===== src/rtl/ucie_ctl_sb_pkg.sv =====
// ucie_ctl_sb_pkg: shared state encoding, sizes and header bit layout for the sideband transmit path
package ucie_ctl_sb_pkg;

    typedef enum logic [2:0] {
        SB_IDLE,
        SB_HDR,
        SB_GAP1,
        SB_DATA,
        SB_GAP2
    } sb_state_e;

    localparam int SB_WORD_W = 64;
    localparam int SB_GAP_UI = 32;
    localparam int DP_BIT    = 63;
    localparam int CP_BIT    = 62;

    function automatic logic [SB_WORD_W-1:0] sb_build_hdr(
        input logic        dp,
        input logic        cp,
        input logic [29:0] phase1,
        input logic [31:0] phase0
    );
        logic [SB_WORD_W-1:0] h;
        h         = {2'b00, phase1, phase0};
        h[DP_BIT] = dp;
        h[CP_BIT] = cp;
        return h;
    endfunction

endpackage


===== src/rtl/ucie_ctl_sb_piso.sv =====
// ucie_ctl_sb_piso: parallel-load, right-shifting register; serial_out is bit 0
// Ports: clk, rst (sync, active-high), load (priority over shift_en), shift_en,
//        load_data[W-1:0], serial_out.
module ucie_ctl_sb_piso #(
    parameter int W = 64
) (
    input  logic         clk,
    input  logic         rst,
    input  logic         load,
    input  logic         shift_en,
    input  logic [W-1:0] load_data,
    output logic         serial_out
);

    logic [W-1:0] q;

    always_ff @(posedge clk)
        q <= rst ? '0 : load ? load_data : shift_en ? {1'b0, q[W-1:1]} : q;

    assign serial_out = q[0];

endmodule


===== src/rtl/ucie_ctl_sb_tx_serializer.sv =====
// ucie_ctl_sb_tx_serializer: sideband framer, serializes header then optional payload LSB first with zero gaps
// Ports: i_clk, i_rst (sync, active-high); i_valid/o_ready handshake; i_concat_phase0..3,
//        i_cp, i_dp, i_has_data captured on accept; o_sb_data serial bit; o_busy; o_pkt_done pulse.
// Optional: UCIE_CTL_SB_TX_CLK_STROBE_EN adds o_sb_clk_en, high while a word bit is on o_sb_data.
module ucie_ctl_sb_tx_serializer
    import ucie_ctl_sb_pkg::*;
#(
    parameter int WORD_W = SB_WORD_W,
    parameter int GAP_UI = SB_GAP_UI
) (
    input  logic        i_clk,
    input  logic        i_rst,
    input  logic        i_valid,
    output logic        o_ready,
    input  logic [31:0] i_concat_phase0,
    input  logic [29:0] i_concat_phase1,
    input  logic [31:0] i_concat_phase2,
    input  logic [31:0] i_concat_phase3,
    input  logic        i_cp,
    input  logic        i_dp,
    input  logic        i_has_data,
    output logic        o_sb_data,
    output logic        o_busy,
`ifdef UCIE_CTL_SB_TX_CLK_STROBE_EN
    output logic        o_sb_clk_en,
`endif
    output logic        o_pkt_done
);

    localparam int CW = $clog2(WORD_W);
    localparam logic [CW-1:0] WORD_LAST = CW'(WORD_W - 1);
    localparam logic [CW-1:0] GAP_LAST  = CW'(GAP_UI - 1);

    sb_state_e         state;
    logic [CW-1:0]     cnt;
    logic [WORD_W-1:0] hdr, pld_q, load_data;
    logic              has_data_q, accept, piso_load, piso_shift, piso_out;

    assign hdr = sb_build_hdr(i_dp, i_cp, i_concat_phase1, i_concat_phase0);

    // Bit 0 of each word goes straight to o_sb_data on entry, so the PISO is kept one
    // bit ahead: header is loaded pre-shifted, payload is shifted on GAP1->DATA.
    always_comb begin
        accept     = o_ready && i_valid;
        piso_load  = accept || (state == SB_HDR && cnt == WORD_LAST);
        piso_shift = state == SB_HDR || state == SB_DATA || (state == SB_GAP1 && cnt == GAP_LAST);
        load_data  = accept ? hdr >> 1 : pld_q;
    end

    ucie_ctl_sb_piso #(.W(WORD_W)) u_piso (
        .clk       (i_clk),
        .rst       (i_rst),
        .load      (piso_load),
        .shift_en  (piso_shift),
        .load_data (load_data),
        .serial_out(piso_out)
    );

    always_ff @(posedge i_clk) begin
        if (i_rst) begin
            state      <= SB_IDLE;
            cnt        <= '0;
            pld_q      <= '0;
            has_data_q <= 1'b0;
            o_sb_data  <= 1'b0;
            o_busy     <= 1'b0;
            o_ready    <= 1'b1;
            o_pkt_done <= 1'b0;
`ifdef UCIE_CTL_SB_TX_CLK_STROBE_EN
            o_sb_clk_en <= 1'b0;
`endif
        end else begin
            o_sb_data  <= 1'b0;
            o_pkt_done <= 1'b0;
`ifdef UCIE_CTL_SB_TX_CLK_STROBE_EN
            o_sb_clk_en <= 1'b0;
`endif
            case (state)
                SB_IDLE: if (accept) begin
                    state      <= SB_HDR;
                    cnt        <= '0;
                    pld_q      <= {i_concat_phase3, i_concat_phase2};
                    has_data_q <= i_has_data;
                    o_sb_data  <= hdr[0];
                    o_busy     <= 1'b1;
                    o_ready    <= 1'b0;
`ifdef UCIE_CTL_SB_TX_CLK_STROBE_EN
                    o_sb_clk_en <= 1'b1;
`endif
                end
                SB_HDR, SB_DATA: if (cnt == WORD_LAST) begin
                    state <= state == SB_HDR ? SB_GAP1 : SB_GAP2;
                    cnt   <= '0;
                end else begin
                    cnt       <= cnt + 1'b1;
                    o_sb_data <= piso_out;
`ifdef UCIE_CTL_SB_TX_CLK_STROBE_EN
                    o_sb_clk_en <= 1'b1;
`endif
                end
                SB_GAP1, SB_GAP2: if (cnt == GAP_LAST) begin
                    cnt <= '0;
                    if (state == SB_GAP1 && has_data_q) begin
                        state     <= SB_DATA;
                        o_sb_data <= piso_out;
`ifdef UCIE_CTL_SB_TX_CLK_STROBE_EN
                        o_sb_clk_en <= 1'b1;
`endif
                    end else begin
                        state   <= SB_IDLE;
                        o_busy  <= 1'b0;
                        o_ready <= 1'b1;
                    end
                end else begin
                    cnt        <= cnt + 1'b1;
                    o_pkt_done <= cnt == GAP_LAST - 1'b1 && (state == SB_GAP2 || !has_data_q);
                end
                default: state <= SB_IDLE;
            endcase
        end
    end

endmodule

===== config.mk =====
export PLATFORM = sky130hd
export DESIGN_NAME = ucie_ctl_sb_tx_serializer
export DESIGN_NICKNAME = d
export VERILOG_FILES = /design/src/rtl/ucie_ctl_sb_pkg.sv /design/src/rtl/ucie_ctl_sb_piso.sv /design/src/rtl/ucie_ctl_sb_tx_serializer.sv
export SDC_FILE = /design/constraint.sdc
export NUM_CORES = 1
export LEC_CHECK = 0
export BUFFER_PORTS_ARGS = -buffer_cell sky130_fd_sc_hd__buf_2
export CORE_MARGIN = 3
export CORE_UTILIZATION = 52
export CTS_BUF_LIST = sky130_fd_sc_hd__clkbuf_4 sky130_fd_sc_hd__clkbuf_8
export DETAILED_ROUTE_END_ITERATION = 8
export PLACE_DENSITY = 0.79
export SLEW_MARGIN = 20
export SYNTH_ARGS = -nofsm -noshare
export SYNTH_HDL_FRONTEND = slang
export SYNTH_SLANG_ARGS = --single-unit

===== constraint.sdc =====
create_clock -name i_clk -period 2.1 [get_ports i_clk]
set_clock_uncertainty 0.1 [all_clocks]
set_input_delay 0.105 -clock i_clk [delete_from_list [all_inputs] [get_ports i_clk]]
set_output_delay 0.105 -clock i_clk [all_outputs]
set_load 0.1 [all_outputs]

==> results.cfg, run 1 <==
[setup_path]
crit_family = buffers and inverters
crit_path_end_kind = flip-flop
critPathMaxStageDelay_ns = 0.34
r2r_start = cnt[0]
crit_fanout = 25
cp.required_ns = 2.33
path_buf_inv = 2
startpoint = cnt[0]
cp_cell_sequence = ha_2 -> nand4_4 -> nor4_4 -> buf_4 -> buf_12 -> mux2i_2 -> a221oi_2
path_class = flip-flop to flip-flop
cp_slowest_cell = dfxtp_1
r2r_slack_ns = 0.07
r2r_end = u_piso.q[53]
worstPathArrival_ns = 2.26
r2r_cells = 7
cp-start-kind = flip-flop

[global_route]
antenna_found_initial = 3
grt.overflow.total = 0
grt_pass1_vias = 6753
grt_pass1_wl_um = 32800
grtUsageTotal = 0.279
grt_max_degree = 65

[layout]
nNetsFinal = 1129
postLayoutCellArea_mm2 = 0.00958
area_growth_syn_to_layout_pct = 38.1
drive_gt1_frac = 0.271
utilization = 0.747

[routing]
vias = 6530
drtPass1Iterations = 5
drt-initial-drc-count = 514
vias_per_cell = 5.52
routed_wl_um = 20600
antenna_left = 0
drc = 0
wl_per_cell_um = 17.4

[worst_hold_path]
hp-class = input port to flip-flop
whs_endpoint = pld_q[58]
min_from = i_rst
hold_depth = 2

[pwr]
power_density_mw_per_mm2 = 732
leakage_nw = 3.72
ir_worst_vdd_mv = 0.524
finalPower_mw = 7.01

[yosys]
avgSynthCellArea_um2 = 9.33
synthesis.nets = 877
synthesis.area_mm2 = 0.00694
synth_top_area_cell = dfxtp_1
async_flop_share = 0
synth_top_cell_area_share = 0.410
synth_common_cells = nand2_1 (146), dfxtp_1 (142), a21oi_1 (74)
synth.distinct_cells = 46
synth_edf_count = 0
synthCells = 743
yosys_warnings = 0
yosysSeqAreaShare = 0.410
yosysMostFrequentCell = nand2_1
synthFlopType = dfxtp_1
synth_area_leaders = dfxtp_1 (41%), a221oi_2 (13%), mux2i_1 (9.4%), nand2_1 (7.9%), o21bai_1 (6.8%)
ys_ff_latch = 142

[sta]
slew_headroom = 0.594
period_needed_ns = 2.03
finalSetupViolations = 0
worst_slack_ns = 0.0697
max_freq_mhz = 493
finalMaxSlewViolations = 0
tns_ns = 0
worst_pin_slew_ns = 0.603
hold_viol_final = 0
period_share = 0.967

[clocking]
cts_tree = done
h-tree-depth = 4
clk_pin_slew_ns = 0.09
clock_latency_ns = 0.45
cts_buffers = 17
clk_path_buf_depth = 2
root_buffer = clkbuf_8
cts.sinks = 142

[die]
rows = 41
die_x_um = 121
core_mm2 = 0.0128
die-height_um = 121
initial_core_util = 0.541
ioPinCount = 136
fp.dieArea_mm2 = 0.0148

[place]
place_congestion = 0.848
dpl_cell_area_mm2 = 0.00778
portBuffers = 135
hpwl_um = 10900
place_ws_ns = 0.0327

[run]
drv_cap = 0

[run_status]
status = finished, final reports clean
report_power, final:
part | switching (mW) | internal, mW | total (mW)
combinational | 0.754 | 0.666 | 1.42
clock | 1.05 | 1.46 | 2.51
sequential | 0.144 | 2.94 | 3.08
worst max path at each step:
stage,to,slack [ns],cells after the start
after global routing,u_piso.q[51],-0.02,7
after CTS,u_piso.q[11],0.03,6
final,u_piso.q[53],0.07,7
after floorplan,u_piso.q[10],0.07,9
after detailed placement,u_piso.q[11],0.03,6
after global placement,u_piso.q[5],0.1,6
cells in the final DEF (no fill, tap or decap), drive strengths merged, types with 4 or more instances in the layout:
cell type / Yosys / final
nand4: 5 / 5
nor2: 12 / 12
dfxtp: 142 / 142
dlygate4sd3: 0 / 129
a21oi: 75 / 75
clkinv: 0 / 6
clkbuf: 32 / 20
o21bai: 63 / 63
bufinv: 0 / 5
diode: 0 / 4
o21ai: 5 / 5
nand2: 146 / 146
nand3: 4 / 4
buf: 30 / 165
a221oi: 63 / 63
mux2i: 65 / 65
inv: 67 / 67
cell type report:
cell class / instances / area [µm²]
diodes: 4 / 10.0
clock buffers: 19 / 262
clock inverters: 12 / 191
fillers: 835 / 3250
inverters: 67 / 251
multi-input cells: 472 / 3440
flip-flops and latches: 142 / 2840
well taps: 172 / 215
repair buffers: 295 / 2360
kinds of logic after synthesis:
kind of cell,after synthesis,share of synthesized area
AO/OA/AOI/OAI,224,0.283
AND/OR/NAND/NOR,181,0.110
flip-flops,142,0.410
buffers and inverters,129,0.0990
multiplexers,65,0.0938
adder cells (fa/ha/maj),2,0.00361
routing by layer:
metal | routed length [µm] | vias to the layer above | track usage
met2 | 10300 | 238 | 0.480
met1 | 8540 | 3095 | 0.322
met3 | 985 | 82 | 0.0681
met5 | 0 | - | 0
li1 | - | 3115 | -
met4 | 784 | 0 | 0.139
metrics by stage:
stage,cells,hold slack [ns]
final,1183,0.0393
after global routing,1182,0.0521
after CTS,1177,0.0162
after detailed placement,1017,0.251
after global placement,1017,0.246
after floorplan,743,0.141
state kept, by name, indices dropped and copies added, names as in the netlist:
name,count
o_sb_data,1
cnt,6
u_piso.q,64
o_ready,1
o_pkt_done,1
state,3
pld_q,64
has_data_q,1
o_busy,1
repair_timing:
action,4_1_cts,5_1_grt
setup endpoints to repair,0,48
hold endpoints to repair,129,0
gates resized for setup,0,6
hold buffers,129,0
buffers inserted,0,1
Note: power is estimated with default switching activity, not from simulation.
==> inputs of run 2 (changes only) <==
--- a/config.mk
+++ b/config.mk
@@ -6,11 +6,10 @@
 export NUM_CORES = 1
 export LEC_CHECK = 0
 export BUFFER_PORTS_ARGS = -buffer_cell sky130_fd_sc_hd__buf_2
-export CORE_MARGIN = 3
-export CORE_UTILIZATION = 52
+export CORE_UTILIZATION = 55
 export CTS_BUF_LIST = sky130_fd_sc_hd__clkbuf_4 sky130_fd_sc_hd__clkbuf_8
 export DETAILED_ROUTE_END_ITERATION = 8
-export PLACE_DENSITY = 0.79
+export PLACE_DENSITY = 0.8
 export SLEW_MARGIN = 20
 export SYNTH_ARGS = -nofsm -noshare
 export SYNTH_HDL_FRONTEND = slang
==> constraint.sdc (replaced) <==
create_clock -name i_clk -period 2.4 [get_ports i_clk]
set_clock_uncertainty 0.1 [all_clocks]
set_input_delay 0.12 -clock i_clk [delete_from_list [all_inputs] [get_ports i_clk]]
set_output_delay 0.12 -clock i_clk [all_outputs]
set_load 0.1 [all_outputs]
==> results.cfg, run 2 (synthesis gave the netlist of run 1 again) <==
[run_status]
status = finished, final reports clean

[routing]
vias = 6434
antenna_left = 0
drt-initial-drc-count = 519
routed_wl_um = 20100
wl_per_cell_um = 17.2
drc = 0
vias_per_cell = 5.51
drtPass1Iterations = 5

[clocking]
cts_buffers = 17
root_buffer = clkbuf_8
h-tree-depth = 4
clk_pin_slew_ns = 0.08
cts_hold_buf = 129
postCtsResizedCells = 0
postCtsSetupRepairBufs = 0
clk_path_buf_depth = 2
cts_tree = done
clock_latency_ns = 0.46
cts.sinks = 142

[global_route]
antenna_found_initial = 0
grt_max_degree = 50
grtUsageTotal = 0.320
grt_pass1_vias = 6643
grt.overflow.total = 0
grt_pass1_wl_um = 32000

[die]
fp.dieArea_mm2 = 0.0131
initial_core_util = 0.570
ioPinCount = 136
die-height_um = 114
die_x_um = 114
rows = 40
core_mm2 = 0.0122

[pwr]
finalPower_mw = 6.05
leakage_nw = 3.65
ir_worst_vdd_mv = 0.569
power_density_mw_per_mm2 = 641

[layout]
final_common_cell = nand2_1
area_growth_syn_to_layout_pct = 36.0
nNetsFinal = 1120
layout.cells.non_filler = 1167
layout_common_cells = nand2_1 (144), dfxtp_1 (142), buf_2 (134)
largestRegisters = pld_q x64, u_piso.q x64, cnt x6
drive_gt1_frac = 0.260
antenna_cells = 0

[setup_path]
cp_slowest_cell = dfxtp_1
r2r_slack_ns = 0.09
cp.required_ns = 2.66
crit_path_end_kind = flip-flop
crit_fanout = 37
critPathMaxStageDelay_ns = 0.43
worstPathArrival_ns = 2.57
cp_cell_sequence = ha_1 -> nand4_4 -> nor4_4 -> buf_12 -> mux2i_1 -> a221oi_1
r2r_end = u_piso.q[2]
path_class = flip-flop to flip-flop
r2r_cells = 6
crit_family = simple AND/OR/NAND/NOR gates
path_buf_inv = 1
cp-start-kind = flip-flop
r2r_start = cnt[1]

[worst_hold_path]
min_from = i_rst
hp-class = input port to flip-flop
whs_endpoint = state[2]
hold_depth = 2

[sta]
period_needed_ns = 2.31
slew_headroom = 0.554
finalSetupViolations = 0
hold_viol_final = 0
rsz0062_at_grt = no
tns_ns = 0
period_share = 0.963
max_freq_mhz = 433
finalMaxSlewViolations = 0
worst_pin_slew_ns = 0.667

[place]
place_congestion = 0.891
hpwl_um = 10600
dp_cells = 1006
portBuffers = 135

[run]
drv_cap = 0
## run 2: cell types whose count changed in the layout (fill, tap and decap cells not counted), sizes merged
cell | previous run | this run
bufinv | 5 | 4
diode | 4 | 0
buf | 165 | 157
clkinvlp | 1 | 2
## run 2: per-stage QoR
| step | hold WS (ns) | setup slack (ns) | util | area, µm² |
|---|---|---|---|---|
| after floorplan | 0.156 | 0.110 | - | 6940 |
| after global placement | 0.265 | 0.274 | 0.633 | 7700 |
| after detailed placement | 0.266 | 0.174 | 0.633 | 7700 |
| after CTS | 0.0130 | 0.157 | 0.776 | 9430 |
| after global routing | 0.0551 | 0.00568 | 0.776 | 9430 |
| final | 0.0434 | 0.0896 | 0.776 | 9430 |
## run 2: layout make-up
cell class	count	area, µm²
multi-input combinational	472	3430
sequential	142	2840
fill	770	2730
timing repair buffer	286	2260
clock buffer	20	275
inverter	67	251
tap	168	210
clock inverter	12	165
## run 2: power breakdown
part | switching [mW] | total [mW] | internal, mW
registers | 0.129 | 2.70 | 2.57
clock network | 0.922 | 2.13 | 1.20
logic | 0.657 | 1.22 | 0.568
## run 2: worst max-delay path by stage
| stage | startpoint | endpoint | depth (start not counted) |
|---|---|---|---|
| floorplan | o_ready | pld_q[45] | 7 |
| global route | cnt[1] | u_piso.q[2] | 6 |
| finish | cnt[1] | u_piso.q[2] | 6 |
| global placement | cnt[1] | u_piso.q[27] | 6 |
| CTS | cnt[1] | u_piso.q[31] | 6 |
| detailed placement | cnt[1] | u_piso.q[33] | 6 |
## run 2: layer usage
metal | share of wire | routed length (µm) | global-route usage
met4 | 0.032 | 649 | 0.166
met1 | 0.40 | 7970 | 0.362
met2 | 0.52 | 10600 | 0.577
met5 | 0 | 0 | 0
met3 | 0.046 | 931 | 0.0535
## run 2: worst reg2reg max path, delay by kind of cell, from the launching register on
family                     cells  cell delay [ns]
DFF                            1             0.43
muxes                          1             0.17
AOI/OAI and AO/OA              1             0.31
and+or+nand+nor                2             0.57
adders and majority gates      1             0.32
buffers and inverters          1             0.31
==> inputs of run 3 (changes only) <==
--- a/config.mk
+++ b/config.mk
@@ -6,10 +6,12 @@
 export NUM_CORES = 1
 export LEC_CHECK = 0
 export BUFFER_PORTS_ARGS = -buffer_cell sky130_fd_sc_hd__buf_2
+export CAP_MARGIN = 20
 export CORE_UTILIZATION = 55
 export CTS_BUF_LIST = sky130_fd_sc_hd__clkbuf_4 sky130_fd_sc_hd__clkbuf_8
 export DETAILED_ROUTE_END_ITERATION = 8
-export PLACE_DENSITY = 0.8
+export GPL_ROUTABILITY_DRIVEN = 1
+export PLACE_DENSITY = 0.88
 export SLEW_MARGIN = 20
 export SYNTH_ARGS = -nofsm -noshare
 export SYNTH_HDL_FRONTEND = slang
==> results.cfg, run 3 (synthesis gave the netlist of run 1 again) <==
[layout]
final_common_cell = nand2_1
utilization = 0.775
layout_common_cells = nand2_1 (144), dfxtp_1 (142), buf_2 (134)
area_growth_syn_to_layout_pct = 35.9
drive_gt1_frac = 0.260
largestRegisters = pld_q x64, u_piso.q x64, cnt x6
nNetsFinal = 1118

[run]
drv_cap = 0

[routing]
vias = 6697
wl_per_cell_um = 18.5
drtPass1Iterations = 5
vias_per_cell = 5.74
routed_wl_um = 21600
drc = 0
drt-initial-drc-count = 566
antenna_left = 0

[die]
fp.dieArea_mm2 = 0.0131
initial_core_util = 0.570
rows = 40
core_mm2 = 0.0122
ioPinCount = 136
die_x_um = 114
die-height_um = 114

[sta]
tns_ns = 0
finalMaxSlewViolations = 0
max_freq_mhz = 448
slew_headroom = 0.498
worst_slack_ns = 0.169
rsz0062_at_grt = no
period_share = 0.930
period_needed_ns = 2.23
finalSetupViolations = 0
worst_pin_slew_ns = 0.750
hold_viol_final = 0

[pwr]
leakage_nw = 3.65
power_density_mw_per_mm2 = 660
finalPower_mw = 6.22
ir_worst_vdd_mv = 0.468

[clocking]
clk_path_buf_depth = 2
cts.sinks = 142
root_buffer = clkbuf_8
clk_pin_slew_ns = 0.08
cts_buffers = 17
clock_latency_ns = 0.45
h-tree-depth = 4
cts_tree = done

[global_route]
grt.overflow.total = 0
antenna_found_initial = 2
grt_pass1_wl_um = 33500
grt_pass1_vias = 6728
grtUsageTotal = 0.337
grt_max_degree = 60

[setup_path]
crit_family = simple AND/OR/NAND/NOR gates
worstPathArrival_ns = 2.48
path_class = flip-flop to flip-flop
crit_path_end_kind = flip-flop
crit_fanout = 32
cp-start-kind = flip-flop
path_buf_inv = 1
cp_slowest_cell = dfxtp_1
cp_cell_sequence = ha_2 -> nand4_4 -> nor4_4 -> buf_12 -> mux2i_1 -> a221oi_2
cp.required_ns = 2.65
critPathMaxStageDelay_ns = 0.42

[run_status]
status = finished, final reports clean

[place]
place_congestion = 0.877
hpwl_um = 10400
portBuffers = 135
place_ws_ns = 0.184

[worst_hold_path]
hp-class = input port to flip-flop
[run 3: layout make-up]
| type | count | area (µm²) |
|---|---|---|
| inverters | 67 | 251 |
| well taps | 168 | 210 |
| multi-input cells | 472 | 3430 |
| clock inverters | 10 | 183 |
| diodes | 2 | 5.00 |
| flip-flops and latches | 142 | 2840 |
| clock buffers | 22 | 297 |
| fillers | 735 | 2740 |
| repair buffers | 284 | 2210 |
[run 3: what timing repair did]
item,4_1_cts,5_1_grt
resized for setup,0,1
hold endpoints to repair,129,0
hold buffers,129,0
endpoints found under the setup margin,0,3
buffers inserted,0,0
[run 3: worst reg2reg max path: stages, from the launching register on]
cell and delay [ns]:
dfxtp_1 0.42, ha_2 0.30, nand4_4 0.19, nor4_4 0.32
buf_12 0.29, mux2i_1 0.19, a221oi_2 0.33
[run 3: worst paths after layout]
kind / from / end / slack [ns] / cells past startpoint
max: cnt[1] / u_piso.q[12] / 0.17 / 6
min: i_valid / state[0] / 0.07 / 5
min reg2reg: pld_q[58] / pld_q[58] / 0.35 / 2
max reg2reg: cnt[1] / u_piso.q[12] / 0.17 / 6
[run 3: stage by stage]
stage / hold WS, ns / cells / cell area (µm²)
after floorplan: 0.156 / 743 / 6940
after global placement: 0.263 / 1004 / 7650
after detailed placement: 0.268 / 1004 / 7650
after CTS: 0.0460 / 1165 / 9420
after global routing: 0.0922 / 1167 / 9430
final: 0.0722 / 1167 / 9430
[run 3: power by group]
group | internal (mW) | switching (mW) | total (mW)
Clock | 1.36 | 0.923 | 2.28
Sequential | 2.57 | 0.132 | 2.70
Combinational | 0.552 | 0.683 | 1.24
Total | 4.48 | 1.74 | 6.22
[run 3: per-layer routing]
layer	GRT usage	vias up	share of wire
li1	-	3089	-
met1	0.374	3171	0.38
met2	0.578	334	0.51
met3	0.0741	103	0.058
met4	0.228	0	0.057
met5	0	-	0
